--- config.mk ---
export PLATFORM = sky130hd
export DESIGN_NAME = reflet_ram_narrow_bridge
export DESIGN_NICKNAME = d
export VERILOG_FILES = /design/src/rtl/reflet_ram_narrow_bridge_pkg.sv /design/src/rtl/reflet_byte_lane_mux.sv /design/src/rtl/reflet_ram_narrow_bridge.sv
export SDC_FILE = /design/constraint.sdc
export NUM_CORES = 1
export LEC_CHECK = 0
export ABC_CLOCK_PERIOD_IN_PS = 3800
export CELL_PAD_IN_SITES_DETAIL_PLACEMENT = 1
export CELL_PAD_IN_SITES_GLOBAL_PLACEMENT = 2
export CORE_UTILIZATION = 29
export CTS_CLUSTER_DIAMETER = 60
export DETAILED_ROUTE_END_ITERATION = 12
export GPL_TIMING_DRIVEN = 1
export MAX_ROUTING_LAYER = met4
export PLACE_DENSITY_LB_ADDON = 0.1
export SETUP_SLACK_MARGIN = 0.5
export SYNTH_ARGS = -nofsm -noshare
export SYNTH_HDL_FRONTEND = slang
export SYNTH_SLANG_ARGS = --single-unit
export TNS_END_PERCENT = 100
--- constraint.sdc ---
create_clock -name clk -period 3.8 [get_ports clk]
set_clock_uncertainty 0.1 [all_clocks]
set_input_delay 0.57 -clock clk [delete_from_list [all_inputs] [get_ports clk]]
set_output_delay 0.57 -clock clk [all_outputs]
set_load 0.03 [all_outputs]
--- src/rtl/reflet_ram_narrow_bridge_pkg.sv ---
// Shared definitions for the reduced-width narrow RAM bridge.
// State encoding plus the reduced-width to byte-count mapping, which the
// CPU-side reduced-behaviour logic also uses so both ends agree on n.
package reflet_ram_narrow_bridge_pkg;

  typedef enum logic [2:0] {
    ST_IDLE,
    ST_READ,
    ST_READ_TAIL,
    ST_WRITE,
    ST_DONE
  } bridge_state_t;

  // Number of bytes moved for a given reduced_behavior_bits and word width.
  // A reduction only applies when it is strictly narrower than the word.
  function automatic logic [4:0] reduced_byte_count(input logic [1:0] bits,
                                                    input int unsigned wordsize);
    logic [4:0] full;
    full = 5'(wordsize / 8);
    case (bits)
      2'b01:   return (wordsize > 32) ? 5'd4 : full;
      2'b10:   return (wordsize > 16) ? 5'd2 : full;
      2'b11:   return (wordsize > 8)  ? 5'd1 : full;
      default: return full;
    endcase
  endfunction

endpackage

--- src/rtl/reflet_byte_lane_mux.sv ---
// Combinational byte-lane select and insert for the narrow RAM bridge.
// Byte index k maps to a word lane: lane k (little-endian) by default, or
// lane n-1-k when REFLET_NARROW_BRIDGE_BIG_ENDIAN_EN is defined.
// Lanes outside the word are never selected or written.
module reflet_byte_lane_mux #(
  parameter int wordsize = 16
) (
  input  logic [wordsize-1:0] sel_word,
  input  logic [wordsize-1:0] ins_word,
  input  logic [7:0]          ins_byte,
  input  logic [4:0]          n,
  input  logic [4:0]          k,
  output logic [7:0]          sel_byte,
  output logic [wordsize-1:0] ins_result
);

  localparam int LANES = wordsize / 8;

  logic [4:0] lane;

  // Map byte index to lane, then extract from sel_word and insert into ins_word.
  always_comb begin
`ifdef REFLET_NARROW_BRIDGE_BIG_ENDIAN_EN
    lane = n - 5'd1 - k;
`else
    lane = k;
`endif
    sel_byte   = '0;
    ins_result = ins_word;
    if (int'(lane) < LANES) begin
      sel_byte                        = sel_word[int'(lane)*8 +: 8];
      ins_result[int'(lane)*8 +: 8]   = ins_byte;
    end
  end

endmodule

--- src/rtl/reflet_ram_narrow_bridge.sv ---
// Narrow RAM bridge: executes one CPU word access (full or reduced width)
// on an 8-bit synchronous RAM, one byte per cycle.
// Optional macro REFLET_NARROW_BRIDGE_BIG_ENDIAN_EN selects big-endian
// byte ordering within the n-byte access (little-endian when undefined).
//
// state     | meaning
// ----------+-----------------------------------------------------------
// IDLE      | waiting for cpu_req; latches request on acceptance
// READ      | issuing read address base+k, capturing byte k-1
// READ_TAIL | capturing the last byte returned by the RAM
// WRITE     | writing byte k to base+k
// DONE      | cpu_ready high for this single cycle
module reflet_ram_narrow_bridge
  import reflet_ram_narrow_bridge_pkg::*;
#(
  parameter int wordsize = 16,
  parameter int addrsize = 16
) (
  input  logic                clk,
  input  logic                reset,
  input  logic                cpu_req,
  input  logic                cpu_write,
  input  logic [addrsize-1:0] cpu_addr,
  input  logic [wordsize-1:0] cpu_wdata,
  input  logic [1:0]          reduced_behavior_bits,
  output logic [wordsize-1:0] cpu_rdata,
  output logic                cpu_ready,
  output logic [addrsize-1:0] mem_addr,
  output logic [7:0]          mem_wdata,
  output logic                mem_write_en,
  input  logic [7:0]          mem_rdata
);

  bridge_state_t       state;
  logic [addrsize-1:0] base_q;
  logic [wordsize-1:0] wdata_q;
  logic [wordsize-1:0] asm_q;
  logic [4:0]          n_q;
  logic [4:0]          k;
  logic [4:0]          n_in;

  logic [wordsize-1:0] mux_sel_word;
  logic [4:0]          mux_n;
  logic [4:0]          mux_k;
  logic [7:0]          mux_sel_byte;
  logic [wordsize-1:0] mux_ins_result;

  assign n_in = reduced_byte_count(reduced_behavior_bits, wordsize);

  // Lane mux operand select: byte 0 of the incoming word in IDLE, the next
  // byte to write in WRITE, and the byte being captured while reading.
  always_comb begin
    mux_sel_word = wdata_q;
    mux_n        = n_q;
    mux_k        = k - 5'd1;
    case (state)
      ST_IDLE: begin
        mux_sel_word = cpu_wdata;
        mux_n        = n_in;
        mux_k        = 5'd0;
      end
      ST_WRITE: mux_k = k + 5'd1;
      default: ;
    endcase
  end

  reflet_byte_lane_mux #(
    .wordsize(wordsize)
  ) u_lane_mux (
    .sel_word  (mux_sel_word),
    .ins_word  (asm_q),
    .ins_byte  (mem_rdata),
    .n         (mux_n),
    .k         (mux_k),
    .sel_byte  (mux_sel_byte),
    .ins_result(mux_ins_result)
  );

  // Sequencer: all RAM-side and CPU-side outputs are registered and set up
  // one cycle ahead, so the RAM sees address/data in the state that owns them.
  always_ff @(posedge clk or posedge reset) begin
    if (reset) begin
      state        <= ST_IDLE;
      base_q       <= '0;
      wdata_q      <= '0;
      asm_q        <= '0;
      n_q          <= '0;
      k            <= '0;
      cpu_rdata    <= '0;
      cpu_ready    <= 1'b0;
      mem_addr     <= '0;
      mem_wdata    <= '0;
      mem_write_en <= 1'b0;
    end else begin
      case (state)
        ST_IDLE: begin
          cpu_ready    <= 1'b0;
          mem_write_en <= 1'b0;
          if (cpu_req) begin
            base_q   <= cpu_addr;
            wdata_q  <= cpu_wdata;
            n_q      <= n_in;
            k        <= 5'd0;
            mem_addr <= cpu_addr;
            if (cpu_write) begin
              mem_wdata    <= mux_sel_byte;
              mem_write_en <= 1'b1;
              state        <= ST_WRITE;
            end else begin
              asm_q <= '0;
              state <= ST_READ;
            end
          end
        end
        ST_READ: begin
          // The RAM returns byte k-1 now; k = 0 has nothing to capture yet.
          if (k != 5'd0) asm_q <= mux_ins_result;
          k <= k + 5'd1;
          if (k == n_q - 5'd1) begin
            state <= ST_READ_TAIL;
          end else begin
            mem_addr <= base_q + addrsize'(k + 5'd1);
          end
        end
        ST_READ_TAIL: begin
          asm_q     <= mux_ins_result;
          cpu_rdata <= mux_ins_result;
          cpu_ready <= 1'b1;
          state     <= ST_DONE;
        end
        ST_WRITE: begin
          if (k == n_q - 5'd1) begin
            mem_write_en <= 1'b0;
            cpu_ready    <= 1'b1;
            state        <= ST_DONE;
          end else begin
            k         <= k + 5'd1;
            mem_addr  <= base_q + addrsize'(k + 5'd1);
            mem_wdata <= mux_sel_byte;
          end
        end
        ST_DONE: begin
          cpu_ready <= 1'b0;
          state     <= ST_IDLE;
        end
        default: state <= ST_IDLE;
      endcase
    end
  end

endmodule

* After elaboration in Yosys (flattened, before gate mapping)
Cells that the tools add are included.
Cells by class: eq/ne operators 14, reductions and logical operators 17, add/sub/neg operators 6, shift operators 3, magnitude comparators 1, muxes and demuxes 31
Operators with widths (count):
- $mux 16 | 7
- $pmux 16 s3 | 1
- $neg 8->33 | 1
- $shift 8x33->16 const A | 1
- $shiftx 8x33->16 | 1
- $mux 8 | 4
- $pmux 16 s2 | 1
- $add 16x6->16 | 1
- $bwmux 16 | 1
- $ne 2x2->1 const B | 8
- $pmux 8 s2 | 1
- $shiftx 16x9->8 | 1
- $pmux 5 s3 | 1
- $pmux 3 s4 | 1
- $mux 5 | 2
- $pmux 5 s2 | 1
- $sub 5x1->5 const B | 2
- $mux 3 | 3
- $reduce_and 3->1 | 3
- $reduce_bool 3->1 | 3
- $reduce_and 4->1 | 2
- $add 5x1->6 const B | 1
- $eq 3x2->1 const B | 2
- $reduce_and 2->1 | 3
- 14 further kinds | 20
Storage, ports and cells: register bits 103, logic and storage cells 83, output and inout port bits 42

* Depth between registers and ports, before layout
Gate-level depths: netlist of the first run.
word-level depth 8, mapped depth 18

* By module
From an unflattened synthesis of the first run, not the netlist that was laid out.
Unflattened totals: cell total of the unflattened synthesis 556, area, all modules 5436.5 um^2
By module, submodules not included:
- reflet_ram_narrow_bridge | cells an instance 510, area each 4978.5 um^2, instances 1
- reflet_byte_lane_mux | cells an instance 46, area each 457.9 um^2, instances 1

* Worst setup path before layout of the first run
OpenSTA, ideal clock, no wires.
kind reg-to-reg, start register k[0], end register asm_q[15], slack -92 ps, arrival time 3666 ps, library setup time 126 ps, stages on the path, launching flop included 19, cells stage by stage dfrtp_1 -> buf_2 -> buf_1 -> inv_1 -> ha_1 -> and3b_1 -> o21ai_1 -> o21a_1 -> ha_1 -> inv_1 -> nor3_1 -> ha_1 -> nand2_1 -> nor3_1 -> o2111ai_1 -> nor4b_4 -> buf_4 -> nor2_1 -> a221o_1
On the way: longest elaborated chain between the ends 8, elaborated cells between the ends (all ways) 14
Ends and longest elaborated chain:
- from (decl) | RTL line reflet_ram_narrow_bridge.sv:39 | logic [4:0] k;
- from (signal assigned) | RTL line reflet_ram_narrow_bridge.sv:118 | k <= k + 5'd1;
- from (signal assigned) | RTL line reflet_ram_narrow_bridge.sv:137 | k <= k + 5'd1;
- $sub 5x1->5 / $add 5x1->5 (equally long branches) | RTL line reflet_ram_narrow_bridge.sv:55, reflet_ram_narrow_bridge.sv:62
- $pmux 5 s2 | RTL line reflet_ram_narrow_bridge.sv:56 | case (state)
- $neg 8->33 | RTL line reflet_byte_lane_mux.sv:32 | ins_result[int'(lane)*8 +: 8] = ins_byte;
- $shiftx 8x33->16 / $shift 8x33->16 (equally long branches) | RTL line reflet_byte_lane_mux.sv:32
- $bwmux 16 | RTL line reflet_byte_lane_mux.sv:32
- $mux 16 | RTL line reflet_byte_lane_mux.sv:30 | if (int'(lane) < LANES) begin
- $mux 16 | RTL line reflet_ram_narrow_bridge.sv:117 | if (k != 5'd0) asm_q <= mux_ins_result;
- $pmux 16 s3 | RTL line reflet_ram_narrow_bridge.sv:95 | case (state)
- to (signal assigned) | RTL line reflet_ram_narrow_bridge.sv:117
- to (signal assigned) | RTL line reflet_ram_narrow_bridge.sv:126 | asm_q <= mux_ins_result;
- to (decl) | RTL line reflet_ram_narrow_bridge.sv:37 | logic [wordsize-1:0] asm_q;
Several ways; a longest one is shown, not always the timed one. The select of a mux whose other input is x is not followed. A chain may end at the register's enable or synchronous reset.

* Worst setup path in the final report of the first run
start register k[0], end register asm_q[12]
Same word-level chain as after synthesis.

==> impl_metrics.ini, run 1 <==
[sta]
fmax_mhz = 299
relSlewSlack = 0.505
finalSetupViolCount = 0
tightestPinTransition_ns = 0.743
whs_ns = 0.377
drv_slew = 0
hold_viol = 0
period_share = 0.879
rsz0062_at_grt = yes
finalCriticalPeriod_ns = 3.34
fin_tns_setup_ns = 0

[logic_synthesis]
yosys.area_share.simple = 0.256
avgSynthCellArea_um2 = 8.77
synth_edf_count = 0
synth_cell_types = 64
synth_nets = 683
ys_warn_count = 0
ys_seq_elements = 100
synth-adder-area-share = 0.0288
synth_compound_area_frac = 0.167
ys_seq_area_frac = 0.457
netlist_instances = 625
synth_flop_cell = dfrtp_1
synth_xor_area_frac = 0.0237
synthMuxAreaShare = 0.0164
synth_top_family_by_area = simple AND/OR/NAND/NOR gates
synth_area_um2 = 5480
async_flop_share = 1.00

[run]
maxCapViolCount = 0

[global_routing]
gr-total-overflow = 0
grt_pass1_wl_mm = 28.0
grt_max_degree = 54
grt_pass1_vias = 5071
grt_antenna_before_repair = 0
globalRouteTotalUtil = 0.189

[floorplan]
num_rows = 49
start_util = 0.300
fp.dieArea_um2 = 19500
fp.dieW_um = 139
die_h_um = 139
coreArea_um2 = 18300
io_pins = 88

[route]
wl_per_cell_um = 18.0
wl_met3_um = 509
wl_met1_mm = 8.55
drt_pass1_iterations = 4
drc = 0
dr_wl_met2_mm = 7.86
ant_nets = 0
via_count = 4865
viasPerCell = 5.14
routed_wl_mm = 17.1
highest_layer = met4
drtIter0Drc = 182

[hold_path]
hp-class = reg -> reg

[worst_setup_path]
crit_top_cell = ha_4
cp-startpoint = k[0]
end_kind = register
reg2reg_depth = 17
cp_num_buf_inv = 4
cp-start-kind = register
cp-endpoint = asm_q[12]
crit_chain = inv_6, ha_4, and3b_1, o21ai_2, o21a_1, ha_4, inv_2, nor3_2, ha_1, nand2_2, nor3_4, o2111ai_2, nor4b_4, buf_4, buf_6, nor2_1, a221o_1
crit_slowest_cell = dfrtp_2
cp.depth = 17
path_delay_family = simple AND/OR/NAND/NOR gates
rrSetupSlack_ns = 0.46
worstReg2RegEnd = asm_q[12]
arrival_ns = 3.48
rr_startpoint = k[0]
crit_path_max_fanout = 6
path_class = reg -> reg
max_stage_delay_ns = 0.47
cp.required_ns = 3.94

[finish]
num-nets-final = 771
diodes = 0
syn_to_final_growth_pct = 30.7
layoutNonFillerInstCount = 947
drive_gt1_frac = 0.130

[clock_tree]
cts.reportedPaths.clkPinSlew_ns = 0.07
cts-root-buf = clkbuf_16
clkSinkCount = 100
cts_buffer_depth = 2
cts_hold_buffers = 0
clock_latency_ns = 0.35
cts_tree = built
h-tree-depth = 3
cts_buffers = 9

[power]
leakage_nw = 3.12
power.density_nw_per_um2 = 984
ir_worst_vdd_mv = 0.316

[run_status]
status = finished clean

[placement]
hpwl_mm = 11.6
io_buffers = 87
place_congestion = 0.776
dp.cells = 916
metrics by stage:
stage | util | instance area (um^2) | power (W) | setup WS (ns)
floorplan | - | 5540 | 0.00440 | 0.430
global placement | 0.362 | 6620 | 0.00549 | 0.330
detailed placement | 0.362 | 6620 | 0.00560 | 0.225
CTS | 0.385 | 7040 | 0.00685 | 0.515
global route | 0.392 | 7160 | 0.00758 | 0.304
finish | 0.392 | 7160 | 0.00705 | 0.459
synthesized netlist by cell type, drive strengths merged (5+ instances only):
cell	number	share of area
a221o	8	0.015
nor3	14	0.015
nor2b	6	0.0069
o211ai	14	0.020
nand2b	5	0.0057
buf	21	0.025
nand2	159	0.11
clkbuf	23	0.016
nor2	36	0.025
a22oi	7	0.0096
and2	10	0.011
mux2i	9	0.016
inv	15	0.010
nand3b	9	0.012
a21oi	31	0.028
or3	5	0.0057
nand3	36	0.033
o21ai	38	0.041
a32o	6	0.011
ha	11	0.025
a211o	5	0.0080
xnor2	10	0.016
dfrtp	100	0.46
routing by layer:
layer / track usage / vias to the layer above
met1: 0.260 / 2441
met4: 0.0450 / 0
met5: - / -
met2: 0.290 / 73
li1: - / 2341
met3: 0.0292 / 10
sequential cells by signal, summed over array words and instances (netlist names):
register      flops
wdata_q          16
cpu_ready         1
n_q               2
asm_q            16
base_q           16
mem_wdata         8
mem_write_en      1
k                 5
cpu_rdata        16
mem_addr         16
state             3
where the power goes:
group / internal, W / switching (W) / leakage, nW
Combinational: 0.00164 / 0.00238 / 1.66
Sequential: 0.00150 / 0.000386 / 1.28
Clock: 0.000713 / 0.000429 / 0.177
Total: 0.00385 / 0.00320 / 3.12
timing repair:
action,4_1_cts,5_1_grt
endpoints found under the setup margin,22,25
resized for setup,11,10
pin swaps,4,5
setup buffers,2,11
gates cloned,2,0
worst reg2reg max path: stages (launching register included):
cell	delay, ns
dfrtp_2	0.47
inv_6	0.09
ha_4	0.21
and3b_1	0.17
o21ai_2	0.16
o21a_1	0.21
ha_4	0.16
inv_2	0.04
nor3_2	0.11
ha_1	0.17
nand2_2	0.07
nor3_4	0.22
o2111ai_2	0.16
nor4b_4	0.27
buf_4	0.18
buf_6	0.13
nor2_1	0.05
a221o_1	0.25
final cells by class:
class	count	area (um^2)
inverters	15	63.8
fillers	2113	11100
multi-input cells	466	2790
well taps	229	287
clock buffers	10	229
flip-flops and latches	100	2510
repair buffers	121	1150
clock inverters	6	134
worst min path at each step:
stage,startpoint,end,cells past startpoint
final,wdata_q[6],wdata_q[6],2
after global routing,wdata_q[6],wdata_q[6],2
after CTS,wdata_q[6],wdata_q[6],2
after detailed placement,wdata_q[6],wdata_q[6],2
after global placement,wdata_q[2],wdata_q[2],2
after floorplan,wdata_q[10],wdata_q[10],2
cell usage in the layout, fill, tap and decap left out, types with 10 or more instances in the layout:
master / n
nor3_1: 10
xnor2_1: 10
o211ai_1: 13
dfrtp_1: 95
nand3_1: 36
nor2_1: 35
o21ai_2: 11
a21oi_1: 31
buf_4: 29
inv_1: 10
clkdlybuf4s50_1: 87
nand2_1: 158
o21ai_0: 18
cell families (layout without fill, tap and decap cells):
| group | Yosys count | after routing |
|---|---|---|
| simple gates | 299 | 299 |
| flops | 100 | 100 |
| fa+ha+maj | 12 | 12 |
| xor+xnor | 14 | 14 |
| mux | 9 | 9 |
| buf+inv | 59 | 152 |
| compound gates | 132 | 132 |
Power figures use the tool's default switching activity.
==> run 2: changes to the inputs <==
ABC_AREA = 1   (was unset)
CORE_UTILIZATION = 28   (was 29)
SLEW_MARGIN = 20   (was unset)
==> run 2 against run 1 <==
The run now ends with design-rule violations left. Critical path depth rose by 1. Cell count rose by 1.8%. Via count fell by 4.3%. Core utilization fell by 1.9 points. Area after synthesis fell by 5.1%. Register-to-register slack improved by 0.27 ns. Non-clock buffer count fell by 22. Hold slack improved by 0.0043 ns. Critical path type unchanged.
==> impl_metrics.ini, run 2 <==
[route]
via_count = 4655
ant_nets = 0
highest_layer = met4
wl_met3_um = 441
routed_wl_mm = 15.8
drt_pass1_iterations = 8
wl_met1_mm = 7.26
drtIter0Drc = 137
drc = 5
wl_per_cell_um = 16.4
viasPerCell = 4.83
dr_wl_met2_mm = 7.86

[global_routing]
grt_antenna_before_repair = 0
grt_pass1_wl_mm = 26.7
globalRouteTotalUtil = 0.181
gr-total-overflow = 0
grt_pass1_vias = 4995
grt_max_degree = 65

[floorplan]
io_pins = 88
num_rows = 49
coreArea_um2 = 18100
start_util = 0.288
fp.dieArea_um2 = 19100
fp.dieW_um = 138
die_h_um = 138

[placement]
place_congestion = 0.828
postPlaceCellArea_um2 = 6330
io_buffers = 87
dp.cells = 940
hpwl_mm = 11.1

[logic_synthesis]
synth_area_leaders = dfrtp_1 48%, nand2_1 13%, inv_1 5.2%
ys_seq_elements = 100
async_flop_share = 1.00
avgSynthCellArea_um2 = 8.15
synth_nets = 696
synth_area_leader_cell = dfrtp_1
synthDominantCellAreaShare = 0.481
synthTopCellsByCount = 178 x nand2_1, 100 x dfrtp_1, 72 x inv_1, 51 x nand3_1, 38 x o21ai_0
synth_area_um2 = 5200
synth.most_common_cell = nand2_1
ys_seq_area_frac = 0.481
synth_cell_types = 36
ys_warn_count = 0
netlist_instances = 638
synth_edf_count = 0
synth_flop_cell = dfrtp_1

[worst_setup_path]
crit_path_max_fanout = 8
path_class = reg -> reg
arrival_ns = 3.17
cp-start-kind = register
end_kind = register
cp.required_ns = 3.90

[run_status]
status = finished with violations
violations = design-rule violations

[finish]
drive_gt1_frac = 0.117
final_common_cell = nand2_1
layoutNonFillerInstCount = 964
fin_area_um2 = 6740
syn_to_final_growth_pct = 29.6
diodes = 0
layout_common_cells = 178 x nand2_1, 98 x dfrtp_1, 87 x clkdlybuf4s50_1, 69 x inv_1, 50 x nand3_1
num-nets-final = 788

[clock_tree]
cts_buffer_depth = 2
cts.reportedPaths.clkPinSlew_ns = 0.07
h-tree-depth = 3
cts_tree = built
clock_latency_ns = 0.35
cts-root-buf = clkbuf_16
clkSinkCount = 100
cts_buffers = 9
cts_hold_buffers = 0

[power]
leakage_nw = 3.18
switchingPower_w = 0.00272
power.density_nw_per_um2 = 853
ir_worst_vdd_mv = 0.291
combPwrFrac = 0.534
intPower_w = 0.00303
clkPwrFrac = 0.172
switching_share = 0.474
power_frac_seq = 0.294

[sta]
period_share = 0.809
tightestPinTransition_ns = 0.847
fmax_mhz = 325
hold_viol = 0
finalCriticalPeriod_ns = 3.08
fin_tns_setup_ns = 0
finalSetupViolCount = 0
relSlewSlack = 0.435
drv_slew = 0
rsz0062_at_grt = no

[run]
maxCapViolCount = 0

[hold_path]
hp-class = reg -> reg
run 2: cell types whose count changed after synthesis, sizes merged, moves of 10 or more:
cell,before,now
nand4,3,15
o21ai,38,69
a22o,0,12
buf,21,7
o211ai,14,4
nor3,14,4
a21oi,31,12
nand2,159,193
and2,10,0
clkbuf,23,12
nand3,36,54
inv,15,83
run 2: through the flow:
stage	setup slack [ns]	total power, W	hold slack, ns	util
after CTS	0.508	0.00577	0.387	0.367
after detailed placement	0.403	0.00474	0.367	0.350
final	0.725	0.00575	0.382	0.373
after global placement	0.588	0.00468	0.362	0.350
after floorplan	0.511	0.00370	0.348	-
after global routing	0.488	0.00623	0.417	0.373
run 2: routing by layer:
layer / vias up / GRT usage
li1: 2276 / -
met1: 2282 / 0.222
met2: 84 / 0.306
met3: 13 / 0.0360
met4: 0 / 0.0438
met5: - / -
run 2: critical path: stages (launching register included):
cell and delay [ns]:
dfrtp_1 0.39, inv_4 0.08, ha_1 0.31, inv_1 0.09, nand3_1 0.08, nand2_1 0.13
inv_1 0.06, ha_1 0.23, nand3_2 0.11, nor2_1 0.06, ha_1 0.29, nor2_1 0.11
nand4_1 0.12, nor2_2 0.14, nand2_4 0.13, nor2_4 0.23, nand2_1 0.10, o21ai_2 0.08
o21ai_1 0.07
run 2: power by group through the flow:
stage | clock (W) | combinational (W) | sequential (W)
floorplan | 0 | 0.00174 | 0.00197
CTS | 0.00103 | 0.00304 | 0.00170
global placement | 0 | 0.00298 | 0.00171
detailed placement | 0 | 0.00303 | 0.00172
finish | 0.000989 | 0.00307 | 0.00169
global route | 0.00107 | 0.00341 | 0.00175
run 2: final cells by class:
cell class	instances	area, um^2
Tap cell	229	287
Timing Repair Buffer	99	973
Fill cell	2122	11300
Multi-Input combinational cell	437	2350
Clock buffer	13	270
Clock inverter	3	43.8
Inverter	83	317
Sequential cell	100	2500
run 2: kinds of logic (layout without fill, tap and decap cells):
group,Yosys count,after routing,synth area share
XOR/XNOR,4,4,0.00674
flip-flops,100,100,0.481
AND/OR/NAND/NOR,306,307,0.271
AO/OA/AOI/OAI,114,114,0.134
adder cells (fa/ha/maj),12,12,0.0303
buffers and inverters,102,198,0.0765
run 2: path summary, 6_finish.rpt:
kind / start / depth (start not counted) / slack (ns) / end
max reg2reg: k[0] / 18 / 0.72 / cpu_rdata[6]
max: k[0] / 18 / 0.72 / cpu_rdata[6]
min in group asynchronous: reset / 2 / 0.51 / cpu_rdata[9]
min reg2reg: asm_q[12] / 2 / 0.38 / asm_q[12]
max in group asynchronous: reset / 3 / 2.32 / k[1]
min: asm_q[12] / 2 / 0.38 / asm_q[12]
run 2: repair_timing:
action | 4_1_cts | 5_1_grt
setup buffers | 0 | 7
resized for setup | 2 | 8
setup endpoints to repair | 32 | 32
pin swaps | 0 | 2
cloned | 0 | 1
==> run 3: changes to the inputs <==
ABC_CLOCK_PERIOD_IN_PS = 2700   (was 3800)
clock period = 2.7 ns   (was 3.8 ns; I/O delays follow)
==> run 3 against run 2 <==
The run ends with design-rule violations, negative setup slack left. Via count grew 5.8%. Combinational power grew 84%. Clock power grew 39%. Power grew 64%. Sequential power grew 42%. Cell count grew 6.6%. First-iteration DRC count grew 36%. Critical endpoint is now cpu_rdata[9]. Highest routed layer unchanged.
==> impl_metrics.ini, run 3 (synthesis results as in run 2) <==
[floorplan]
start_util = 0.288
io_pins = 88
coreArea_um2 = 18100
num_rows = 49
die_h_um = 138
fp.dieArea_um2 = 19100
fp.dieW_um = 138

[power]
ir_worst_vdd_mv = 0.530
leakage_nw = 3.53
power.density_nw_per_um2 = 1230

[route]
drt_pass1_iterations = 8
drtIter0Drc = 186
wl_per_cell_um = 16.9
ant_nets = 0
drc = 4
viasPerCell = 4.79
routed_wl_mm = 17.3
via_count = 4924

[sta]
finalSetupViolCount = 32
period_share = 1.04
hold_viol = 0
whs_ns = 0.333
fmax_mhz = 356
rsz0062_at_grt = yes
drv_slew = 0
fin_tns_setup_ns = -2.69
relSlewSlack = 0.655
fin_ws_ns = -0.113
finalCriticalPeriod_ns = 2.81
tightestPinTransition_ns = 0.517

[finish]
layoutNonFillerInstCount = 1028
diodes = 0
final_common_cell = nand2_1
num-nets-final = 852
layout_common_cells = 162 x nand2_1, 96 x dfrtp_1, 87 x clkdlybuf4s50_1, 62 x buf_4, 58 x inv_1
drive_gt1_frac = 0.275
syn_to_final_growth_pct = 46.8
fin_area_um2 = 7630

[global_routing]
grt_max_degree = 56
grt_pass1_vias = 5300
grt_antenna_before_repair = 0
gr-total-overflow = 0
grt_pass1_wl_mm = 27.8
globalRouteTotalUtil = 0.189

[clock_tree]
cts_buffer_depth = 2
clock_latency_ns = 0.36
clkSinkCount = 100
cts_tree = built
cts.reportedPaths.clkPinSlew_ns = 0.08
cts_buffers = 9
h-tree-depth = 3
cts-root-buf = clkbuf_16

[run_status]
status = finished with violations
violations = design-rule violations, negative setup slack

[placement]
postPlaceCellArea_um2 = 6620
hpwl_mm = 12.2
place_congestion = 0.800
io_buffers = 87
dp.cells = 971

[worst_setup_path]
cp.required_ns = 2.89
path_class = reg -> reg
max_stage_delay_ns = 0.41
arrival_ns = 3.01
crit_chain = inv_2, ha_4, inv_2, nand3_2, nand2_2, inv_2, ha_4, nand3_2, nor2_1, ha_1, nor2_1, nand4_1, nor2_2, nand2_4, nand2_8, nand3_4, nand2_2, nand3_1, nand2_1
crit_path_max_fanout = 9
crit_top_cell = inv_2
end_kind = register
crit_slowest_cell = dfrtp_1
cp-start-kind = register

[hold_path]
hp-class = in -> async

[run]
maxCapViolCount = 0
## run 3: through the flow
stage | utilization | power (W) | setup WS, ns
final | 0.422 | 0.00941 | -0.113
after global routing | 0.422 | 0.0101 | -0.286
after CTS | 0.403 | 0.00910 | -0.0475
after detailed placement | 0.366 | 0.00716 | -0.121
after global placement | 0.366 | 0.00702 | -0.000420
after floorplan | - | 0.00533 | 0.0358
## run 3: final timing paths
path | slack [ns] | start | cells past startpoint | end
max in group asynchronous | 1.51 | reset | 3 | wdata_q[2]
hold reg to reg | 0.38 | cpu_rdata[10] | 2 | cpu_rdata[10]
setup / recovery | -0.11 | k[0] | 19 | cpu_rdata[9]
setup reg to reg | -0.11 | k[0] | 19 | cpu_rdata[9]
hold / removal | 0.33 | reset | 2 | mem_addr[2]
min in group clk | 0.38 | cpu_rdata[10] | 2 | cpu_rdata[10]
## run 3: what timing repair did
action,in CTS,in global routing
pin swaps,23,33
endpoints found under the setup margin,62,57
hold buffers,0,0
cloned,1,1
buffers inserted,22,17
resized for setup,46,59
## run 3: cell type report
type                       count  area (um^2)
clock buffer                   9          225
clock inverter                 7         75.1
fill                        2078        10500
inverter                      83          327
multi-input combinational    437         2700
sequential                   100         2510
tap                          229          287
timing repair buffer         163         1510
## run 3: critical path, delay by kind of cell, from the launching register on
kind          cells  cell delay (ns)
simple gates     13             1.37
buf+inv           3             0.19
fa+ha+maj         3             0.68
flops             1             0.41
## run 3: routing by layer
metal	up-vias	global-route usage	part of all wire
met5	-	-	0
met4	0	0.0497	0.010
met3	12	0.0215	0.018
met2	62	0.297	0.47
met1	2441	0.257	0.50
li1	2409	-	-
## run 3: report_power, final
part	internal [W]	switching [W]	total [W]	leakage, nW
Combinational	0.00227	0.00337	0.00564	2.09
Sequential	0.00203	0.000374	0.00240	1.29
Clock	0.000727	0.000641	0.00137	0.144
Total	0.00503	0.00439	0.00941	3.53
